File: config.mk
export PLATFORM = sky130hd
export DESIGN_NAME = seq_expect
export DESIGN_NICKNAME = d
export VERILOG_FILES = /design/src/rtl/seq_pkg.sv /design/src/rtl/seq_expect.sv
export SDC_FILE = /design/constraint.sdc
export NUM_CORES = 1
export LEC_CHECK = 0
export ABC_AREA = 1
export CORE_AREA = 2 2 39 41
export DETAILED_ROUTE_END_ITERATION = 8
export DIE_AREA = 0 0 41 43
export SKIP_LAST_GASP = 1
export SYNTH_ARGS = -nofsm -noshare
export SYNTH_HDL_FRONTEND = slang
export SYNTH_SLANG_ARGS = --single-unit
File: constraint.sdc
create_clock -name vclk -period 1.5
set_input_delay 0.45 -clock vclk [all_inputs]
set_output_delay 0.45 -clock vclk [all_outputs]
set_load 0.03 [all_outputs]
File: src/rtl/seq_pkg.sv
// rtl/seq_pkg.sv - shared types and constants for the triangle sequence link
// State encoding and direction constants used by the checker and its expect helper.
package seq_pkg;

  typedef enum logic [1:0] {
    SEARCH  = 2'd0,
    ACQUIRE = 2'd1,
    LOCKED  = 2'd2
  } state_t;

  localparam logic UP   = 1'b0;
  localparam logic DOWN = 1'b1;

endpackage

File: src/rtl/seq_expect.sv
// rtl/seq_expect.sv - next value of the up/down triangle sequence
// Pure combinational; the generator uses the same rule, so both ends agree on the turnarounds.
module seq_expect
  import seq_pkg::*;
#(
  parameter int WIDTH = 4
) (
  input  logic [WIDTH-1:0] i_prev,
  input  logic             i_dir,
  output logic [WIDTH-1:0] o_expected,
  output logic             o_next_dir
);

  localparam logic [WIDTH-1:0] MAX_VAL = '1;

  // The endpoints force the direction; there is no wrap between MAX and 0.
  always_comb begin
    o_expected = i_prev + 1'b1;
    o_next_dir = UP;
    if (i_prev == MAX_VAL) begin
      o_expected = MAX_VAL - 1'b1;
      o_next_dir = DOWN;
    end else if (i_prev == '0) begin
      o_expected = i_prev + 1'b1;
      o_next_dir = UP;
    end else if (i_dir == DOWN) begin
      o_expected = i_prev - 1'b1;
      o_next_dir = DOWN;
    end
  end

endmodule

### Word level (Yosys, flattened, before mapping)

Cells that the tools add are included.

| storage, ports and cells | value |
|---|---|
| register bits after elaboration | 0 |
| output and inout port bits | 5 |
| input bits | 5 |
| logic and storage cells | 10 |

| operators by class | value |
|---|---|
| add/subtract/negate cells | 2 |
| equal/unequal tests | 1 |
| reduce and logical (&&, ||, !) cells | 1 |
| multiplexer cells | 6 |

Operators by type and width:

| kind | count |
|---|---|
| 2-to-1 mux 4 bit | 3 |
| adder 4 x 1 -> 4 bit, second input constant | 1 |
| == test 4 bit, second input constant | 1 |
| logical NOT 4 bit | 1 |
| subtractor 4 x 1 -> 4 bit, second input constant | 1 |
| 2-to-1 mux 1 bit | 3 |

### Depth between registers and ports, before layout

| depth | value |
|---|---|
| depth after elaboration | 4 |
| depth in mapped cells | 7 |
| depth with buffers taken out | 7 |

### Least setup slack after synthesis

OpenSTA, ideal clock, no wires.

| timing path | value |
|---|---|
| kind | input port to output port |
| from | input port i_prev[0] |
| to | output port o_expected[1] |
| cell stages on the path | 5 |
| required time | 1,050 ps |
| arrival time | 1,236 ps |
| setup slack | -186 ps |
| path buffers | 0 |
| cells stage by stage | inv_1 -> ha_1 -> xor2_1 -> nand2_1 -> nand3_1 |

| between the ends | value |
|---|---|
| longest elaborated chain between the ends | 4 |

RTL lines:

| what | RTL line | source |
|---|---|---|
| from (decl) | seq_expect.sv:8 | `input logic [WIDTH-1:0] i_prev,` |
| adder 4 x 1 -> 4 bit / subtractor 4 x 1 -> 4 bit (equally long branches) | seq_expect.sv:18, seq_expect.sv:24, seq_expect.sv:27 |  |
| 2-to-1 mux 4 bit | seq_expect.sv:26 | `end else if (i_dir == DOWN) begin` |
| 2-to-1 mux 4 bit | seq_expect.sv:23 | `end else if (i_prev == '0) begin` |
| 2-to-1 mux 4 bit (*) | seq_expect.sv:20 | `if (i_prev == MAX_VAL) begin` |
| to (decl) | seq_expect.sv:10 | `output logic [WIDTH-1:0] o_expected,` |

Every way passes the cells marked *; elsewhere a longest branch is shown, timed or not.

### Worst setup path in the final report

| timing path | value |
|---|---|
| from | input port i_prev[1] |
| to | output port o_expected[1] |

The elaborated chain is that of the path after synthesis.

==> results.json <==
{
  "place_ws_ns": -0.6899,
  "synth_cells": 35,
  "diodes": 0,
  "rsz0062_at_grt": "yes",
  "grt_pass1_wl_um": 903,
  "ios": 10,
  "antenna_left": 0,
  "violations": "negative setup slack",
  "dieArea_um2": 1763,
  "cp-end-kind": "output pin",
  "grt_max_degree": 8,
  "fp.dieW_um": 41,
  "synth_warnings": 0,
  "hold_class": "in2out",
  "worstPathRequired_ns": 1.05,
  "drc": 0,
  "core_um2": 1384,
  "wl_per_cell_um": 7.439,
  "report.final.slew_viol_count": 0,
  "grt_pass1_vias": 241,
  "slew_headroom_pct": 90.95,
  "synth_area_um2": 196.4,
  "clock_buffers": 0,
  "max_cap_violations": 0,
  "nNetsFinal": 59,
  "max_freq_mhz": 588.4,
  "drive_gt1_share_pct": 68.00,
  "crit_fanout": 3,
  "synth.avg_cell_area_um2": 5.613,
  "min_period_ns": 1.699,
  "regArea_um2": 0,
  "drt_iter0_markers": 2,
  "multi_input_area_um2": 227.7,
  "p_total_mw": 0.1613,
  "worst_ep_arrival_time_ns": 1.25,
  "numPortBuffers": 10,
  "worst_pin_slew_ns": 0.1353,
  "syn2layout_area_growth_pct": 123.6,
  "setup_viol": 5,
  "start_util_pct": 14.20,
  "hold_violations": 0,
  "grt.overflow.total": 0,
  "syn_nets": 42,
  "drt_wl_total_um": 491,
  "rows": 14,
  "irDropWorstVdd_mv": 0.09572,
  "antenna_found_initial": 0,
  "fin_crit_sh_pct": 113.3,
  "fillCellCount": 155,
  "path_class": "in2out",
  "grtUsageTotal_pct": 6.793,
  "crit_path_start_kind": "primary input",
  "power.density_nw_per_um2": 367.2,
  "leakage_nw": 0.2150,
  "vias_per_cell": 3.970,
  "status": "finished with violations",
  "die_h_um": 43,
  "gp_congestion": 0.7693,
  "final_util_pct": 31.74,
  "firstDrtPassIters": 2,
  "dp_hpwl_um": 426.3,
  "vias": 262,
  "cts_setup_buffers": 0,
  "synthDistinctLibCells": 14,
  "setup_slack_ns": -0.1994,
  "n_sequential_cell": 0,
  "ys_seq_area_share_pct": 0
}
==> layer usage <==
metal | up-vias | GRT usage, % | wire, µm
li1 | 141 | - | -
met1 | 116 | 8.228 | 164
met2 | 5 | 13.13 | 300
met3 | 0 | 0 | 25
met4 | 0 | 0 | 0
met5 | - | 0 | 0
==> per-stage QoR <==
step                 TNS, ns  hold WS [ns]  instance area [µm²]  std cells
floorplan           -0.04723         1.091                234.0         35
global placement      -3.289         1.740                375.4         66
detailed placement    -3.369         1.726                375.4         66
CTS                  -0.7885         1.342                442.9         66
global route         -0.9944         1.361                439.2         66
finish               -0.7502         1.339                439.2         66
==> power breakdown <==
part           leakage, nW  total [mW]  switching, mW  internal, mW
registers                0           0              0             0
logic                0.215       0.161         0.0833        0.0780
clock network            0           0              0             0
==> worst max-delay path, stage by stage <==
cell,delay [ns]
buf_8,0.09
inv_4,0.03
ha_4,0.26
xor2_1,0.14
nand2_1,0.10
nand3_4,0.06
buf_6,0.13
==> final timing paths <==
path	start	to	slack [ns]	cells after the start
hold / removal	i_prev[0]	o_expected[0]	1.34	6
setup / recovery	i_prev[1]	o_expected[1]	-0.20	7
==> kinds of logic (layout without fill, tap and decap cells) <==
kind of cell | count (synthesis) | in the layout | share of synthesized area (%)
AOI/OAI and AO/OA | 1 | 1 | 2.545
xor gates and xnor gates | 2 | 2 | 8.919
adders and majority gates | 2 | 2 | 12.74
buffers and inverters | 7 | 22 | 17.20
and+or+nand+nor | 23 | 23 | 58.60
==> Yosys cell counts <==
cell | count | share of area (%)
ha_1 | 2 | 13
nor2_4 | 1 | 5.7
nand2_1 | 11 | 21
nor2_1 | 1 | 1.9
nand4_1 | 1 | 3.2
inv_1 | 4 | 7.6
nand3_1 | 6 | 15
xor2_1 | 2 | 8.9
nand2_2 | 1 | 3.2
buf_6 | 1 | 5.7
nor2_2 | 1 | 3.2
a21oi_1 | 1 | 2.5
inv_2 | 2 | 3.8
nand3_2 | 1 | 5.1
==> cell type report <==
type / count / share of cell area (%)
Inverter: 6 / 6.268
Timing Repair Buffer: 16 / 37.32
Tap cell: 16 / 4.558
Multi-Input combinational cell: 28 / 51.85
==> placed cells by master, fill, tap and decap left out, drive strengths merged <==
cell	instances
nand2	12
buf	15
inv	6
clkdlybuf4s15	1
ha	2
xor2	2
nand3	7
a21oi	1
nand4	1
nor2	3
==> what timing repair did <==
action | CTS | global route
hold buffers | 0 | 0
setup endpoints to repair | 5 | 5
gates cloned | 0 | 0
resized for setup | 38 | 2
pin swaps | 12 | 5
(Power assumes the default switching activity.)
